===== config.mk =====
export PLATFORM = sky130hd
export DESIGN_NAME = uart_mode_commander
export DESIGN_NICKNAME = d
export VERILOG_FILES = /design/src/rtl/uart_mode_commander.sv
export SDC_FILE = /design/constraint.sdc
export NUM_CORES = 1
export LEC_CHECK = 0
export CORE_MARGIN = 2
export CORE_UTILIZATION = 35
export DETAILED_ROUTE_END_ITERATION = 8
export PLACE_DENSITY_LB_ADDON = 0.05
export SETUP_SLACK_MARGIN = 0.05
export SYNTH_ARGS = -nofsm -noshare
export SYNTH_HDL_FRONTEND = slang
export SYNTH_SLANG_ARGS = --single-unit
export TNS_END_PERCENT = 5

===== constraint.sdc =====
create_clock -name clk -period 4.8 [get_ports clk]
set_input_delay 1.44 -clock clk [delete_from_list [all_inputs] [get_ports clk]]
set_output_delay 1.44 -clock clk [all_outputs]
set_load 0.01 [all_outputs]

===== src/rtl/uart_mode_commander.sv =====
// uart_mode_commander
//   Host-side initiator for the UART mode-change handshake. On a controller
//   request it sends the sync byte 0xFF and checks its echo. It then sends
//   {4'hF, mode} and waits until that byte has fully left the local TX.
//   Next it switches the local TX/RX mode and checks the echo at the new mode.
//   Each accepted request ends with exactly one done or err pulse, unless
//   reset aborts it.
//
// Parameters
//   INIT_MODE       local_mode after reset (responder power-up mode)
//   TIMEOUT_CYCLES  max clk cycles spent waiting for each echo byte (>= 2)
//   TO_W            timeout counter width, must hold TIMEOUT_CYCLES
//
// Ports
//   clk, reset              clock; synchronous active-high reset
//   req_valid/req_mode      mode-change request from the controller
//   req_ready               high only while idle
//   tx_data/tx_valid        byte offered to the local TX
//   tx_ready                local TX able to accept; drops while shifting
//   rx_data/rx_valid        received byte strobe from the local RX
//   local_mode              mode driven to the local TX/RX instances
//   busy                    high whenever a request is in progress
//   done/err                one-cycle completion pulses
//   err_code                1=timeout, 2=echo mismatch, 0=none; held until
//                           the next accepted request
module uart_mode_commander #(
  parameter logic [3:0]  INIT_MODE      = 4'd1,
  parameter int unsigned TIMEOUT_CYCLES = 2_000_000,
  parameter int unsigned TO_W           = 22
) (
  input  logic       clk,
  input  logic       reset,
  input  logic       req_valid,
  input  logic [3:0] req_mode,
  output logic       req_ready,
  output logic [7:0] tx_data,
  output logic       tx_valid,
  input  logic       tx_ready,
  input  logic [7:0] rx_data,
  input  logic       rx_valid,
  output logic [3:0] local_mode,
  output logic       busy,
  output logic       done,
  output logic       err,
  output logic [1:0] err_code
);

  typedef enum logic [2:0] {
    IDLE,
    SEND_SYNC,
    WAIT_SYNC_ECHO,
    SEND_MODE,
    WAIT_TX_DONE,
    WAIT_MODE_ECHO
  } state_t;

  localparam logic [7:0]      SYNC_BYTE    = 8'hFF;
  localparam logic [1:0]      ERR_NONE     = 2'd0;
  localparam logic [1:0]      ERR_TIMEOUT  = 2'd1;
  localparam logic [1:0]      ERR_MISMATCH = 2'd2;
  localparam logic [TO_W-1:0] TO_LAST      = TO_W'(TIMEOUT_CYCLES - 1);

  state_t          state;
  logic [3:0]      mode_q;
  logic [TO_W-1:0] to_cnt;
  logic            seen_low;
  logic            timed_out;

  assign req_ready = (state == IDLE);
  assign busy      = (state != IDLE);
  assign timed_out = (to_cnt == TO_LAST);

  always_ff @(posedge clk) begin
    if (reset) begin
      state      <= IDLE;
      mode_q     <= INIT_MODE;
      to_cnt     <= '0;
      seen_low   <= 1'b0;
      tx_data    <= 8'h00;
      tx_valid   <= 1'b0;
      local_mode <= INIT_MODE;
      done       <= 1'b0;
      err        <= 1'b0;
      err_code   <= ERR_NONE;
    end else begin
      done <= 1'b0;
      err  <= 1'b0;
      unique case (state)
        IDLE: begin
          if (req_valid) begin
            mode_q   <= req_mode;
            err_code <= ERR_NONE;
            state    <= SEND_SYNC;
          end
        end

        // tx_valid is raised only once tx_ready is seen, then held with stable
        // data until the transfer cycle.
        SEND_SYNC: begin
          if (tx_valid) begin
            if (tx_ready) begin
              tx_valid <= 1'b0;
              to_cnt   <= '0;
              state    <= WAIT_SYNC_ECHO;
            end
          end else if (tx_ready) begin
            tx_valid <= 1'b1;
            tx_data  <= SYNC_BYTE;
          end
        end

        // rx_valid is checked before the timeout, so an echo arriving on the
        // terminal cycle still counts.
        WAIT_SYNC_ECHO: begin
          if (rx_valid) begin
            if (rx_data == SYNC_BYTE) begin
              state <= SEND_MODE;
            end else begin
              err      <= 1'b1;
              err_code <= ERR_MISMATCH;
              state    <= IDLE;
            end
          end else if (timed_out) begin
            err      <= 1'b1;
            err_code <= ERR_TIMEOUT;
            state    <= IDLE;
          end else begin
            to_cnt <= to_cnt + TO_W'(1);
          end
        end

        SEND_MODE: begin
          if (tx_valid) begin
            if (tx_ready) begin
              tx_valid <= 1'b0;
              seen_low <= 1'b0;
              state    <= WAIT_TX_DONE;
            end
          end else if (tx_ready) begin
            tx_valid <= 1'b1;
            tx_data  <= {4'hF, mode_q};
          end
        end

        // A low-then-high tx_ready means the mode byte has fully shifted out
        // at the old mode. Only then is it safe to retune the local UART.
        WAIT_TX_DONE: begin
          if (!tx_ready) begin
            seen_low <= 1'b1;
          end else if (seen_low) begin
            local_mode <= mode_q;
            to_cnt     <= '0;
            state      <= WAIT_MODE_ECHO;
          end
        end

        // local_mode stays at mode_q on failure: the responder has already
        // switched.
        WAIT_MODE_ECHO: begin
          if (rx_valid) begin
            if (rx_data == {4'hF, mode_q}) begin
              done <= 1'b1;
            end else begin
              err      <= 1'b1;
              err_code <= ERR_MISMATCH;
            end
            state <= IDLE;
          end else if (timed_out) begin
            err      <= 1'b1;
            err_code <= ERR_TIMEOUT;
            state    <= IDLE;
          end else begin
            to_cnt <= to_cnt + TO_W'(1);
          end
        end

        default: state <= IDLE;
      endcase
    end
  end

endmodule


==> metrics.md <==
| Metric | Value |
|---|---|
| Fin area | `~2900 um^2` |
| Detail Placement HPWL | `4.15 mm` |
| Worst skew pair latency | `about 0.30 ns` |
| Post-Route WL | `5.89 mm` |
| Post-route antenna net violation count | `0` |
| Via density | `roughly 5.6` |
| Worst EP required | `3.36 ns` |
| Slowest CP cell | `dfxtp_1` |
| Min-Delay Path Class | `flop to flop` |
| Routability Congestion | `a little under 0.8` |
| First-pass GRT wire length | `10.2 mm` |
| Critical path type | `flop to output pin` |
| Total negative slack | `0 ns` |
| Yosys top cell area share | `36.5%` |
| I/O pin count | `36` |
| Measured slew at the worst slew-check pin | `1.22 ns` |
| Synth Area in Simple Gates | `32.3%` |
| Count leader, synth | `dfxtp_1` |
| EDFF count, synth | `0` |
| PnR worst setup slack | `1.54 ns` |
| Max IR drop VDD | `127 uV` |
| Slew margin rel. | `18.7%` |
| Filler cell count | `686` |
| Endpoints failing hold | `0` |
| Syn Inst Count | `295` |
| Tot Pwr | `774 uW` |
| Crit start category | `flop` |
| Clock Sinks | `44` |
| Starting Density | `35.9%` |
| Share of cells above drive strength 1 | `6.65%` |
| Worst Path Max Fanout | `14` |
| Status | `complete, no violations` |
| Syn avg cell area | `8.18 um^2` |
| Chip height | `87.0 um` |
| # setup viols final | `0` |
| Highest clock rate | `307 MHz` |
| Synthesized Nets | `313` |
| DR WL/cell | `14.9 um` |
| Die extent in x | `87.0 um` |
| Non-filler instance count after layout | `around 400` |
| Area after DPL | `2750 um^2` |
| Vias in the first global route | `around 2.1k` |
| Max Cap Viol | `0` |
| Hold_buf cts | `0` |
| Cells along the critical path | `inv_1 > nand2_1 > clkdlybuf4s50_1` |
| Synth Register Bits | `44` |
| H-tree depth | `2` |
| Tot GR Track Use | `between 15 and 20%` |
| Tmin final | `3.26 ns` |
| GR Overflow Total | `0` |
| Post-synthesis mux area share | `4.15%` |
| Post-synthesis sequential area ratio | `36.5%` |
| FF+latch area | `881 um^2` |
| DRC violations left | `0` |
| Yosys warnings | `0` |
| Post-synth top area cell | `dfxtp_1` |
| Dpl cells | `388` |
| Quantity of gates resized following cts | `0` |
| Initial antenna violation count | `0` |
| Share of the clock period used by the worst path | `about two thirds` |
| CTS tree | `built` |
| Fraction of registers with async set/reset | `0%` |
| Compound-Gate Fraction of Synth Area | `18.5%` |
| Synth Area in XOR/XNOR | `1.45%` |
| Synth Area in Adders | `0.518%` |
| Pwr Density | `270 nW/um^2` |
| Pre-antenna DRT Iters | `4` |
| Largest family of logic cells by synthesized area | `simple AND/OR/NAND/NOR gates` |
| Vias | `2234` |
| CTS root buffer | `clkbuf_8` |
| Worst-path clk slew | `0.10 ns` |
| Port Buffer Count | `35` |
| Synth Flop Type | `dfxtp_1` |
| Skew final | `0.0120 ns` |
| Unrepaired setup endpoints after global routing | `false` |
| Inserted Diodes | `0` |
| Layout area overhead | `18.9%` |
| Pre-CTS setup slack | `1.28 ns` |
| Max incr delay on CP | `0.57 ns` |
| Die Area | `~7600 um^2` |
| Synth unique cells | `47` |
| Synth area leaders | `dfxtp_1, o31ai_1, nor2_1, a21oi_1, or4_1` |
| Multi-input logic area | `1380 um^2` |
| Critical Path AT | `1.82 ns` |
| FP Rows | `30` |
| Max clock buf depth | `2` |
| Crit. End Element | `output pin` |
| Post-CTS Setup Bufs | `0` |
| Leading cell types by count after synthesis | `dfxtp_1, nor2_1, a21oi_1` |
| NumNets Final | `333` |
| Netlist Area Pre-Place | `approximately 2400 um^2` |
| Pin count of the biggest net entering global routing | `40` |
| Final slew viol count | `0` |
| Leakage | `0.000921 uW` |
| Core area | `6720 um^2` |
| Iter 0 DRT Violations | `88` |
| TritonCTS Buffers | `5` |
[critical path: cells and delay by family (launching register included)]
family                 cells  cell delay (ns)
buffers and inverters      2             0.80
DFF                        1             0.57
and+or+nand+nor            1             0.15
[through the flow]
step                      util, %  hold slack, ns
after floorplan                 -           0.447
after global routing         42.7           0.530
after CTS                    42.7           0.482
after global placement       41.0           0.463
final                        42.7           0.478
after detailed placement     41.0           0.470
[sequential cells by signal (all words and copies together), names as in the netlist]
name / count
local_mode: 4
done: 1
mode_q: 4
to_cnt: 22
seen_low: 1
tx_data: 5
state: 3
err_code: 2
tx_valid: 1
err: 1
[routing by layer]
| metal | up-vias | routed length (um) | GRT usage, % |
|---|---|---|---|
| met1 | 1051 | 2780 | 21.0 |
| met2 | 42 | 2870 | 28.5 |
| met5 | - | 0 | 0 |
| met3 | 4 | 203 | 3.98 |
| li1 | 1137 | - | - |
| met4 | 0 | 34 | 3.55 |
[placed cells by master, fill, tap and decap left out, types with 2 or more instances in the layout]
master           netlist  routed
dfxtp_1               44      44
nor2_1                36      36
clkdlybuf4s50_1        0      35
a21oi_1               26      25
o31ai_1               20      20
nand2_1               19      19
or4_1                 17      17
nand3_1               11      11
mux2i_1               10      10
o21ai_0                8       8
inv_1                  7       7
nor3_1                 7       7
nand4_1                7       7
or3_1                  6       6
a211oi_1               6       6
clkbuf_8               0       5
nor4_2                 4       4
xor2_1                 4       4
nand4b_1               3       3
nand3b_1               3       3
and2_1                 3       3
a31oi_1                3       3
nor4_1                 3       3
and3_1                 2       2
nor2b_1                2       2
o21ai_1                2       2
buf_4                  3       2
[where the power goes]
group / total (uW) / leakage (uW) / switching [uW] / internal [uW]
logic: 91.0 / 0.000510 / 45.9 / 45.1
registers: 386 / 0.000356 / 12.3 / 373
clock network: 298 / 0.0000548 / 141 / 157
total: 774 / 0.000921 / 199 / 575
[path summary, 6_finish.rpt]
check	slack (ns)	to	start	cells after the start
max	1.54	busy	state[1]	3
min	0.48	to_cnt[21]	to_cnt[21]	2
max reg2reg	2.17	to_cnt[5]	to_cnt[9]	5
min reg2reg	0.48	to_cnt[21]	to_cnt[21]	2
[logic make-up after synthesis]
| group | Yosys count |
|---|---|
| flip-flops | 44 |
| multiplexers | 10 |
| XOR/XNOR | 4 |
| AO/OA/AOI/OAI | 71 |
| adder cells (fa/ha/maj) | 1 |
| AND/OR/NAND/NOR | 133 |
| buffers and inverters | 32 |
[area by class of cell]
cell class / instances / share of cell area, %
multi-input combinational: 219 / 48.0
sequential: 44 / 30.7
timing repair buffer: 37 / 12.7
tap: 80 / 3.49
clock buffer: 5 / 2.40
clock inverter: 3 / 1.61
inverter: 8 / 1.05
(Power assumes the default switching activity.)
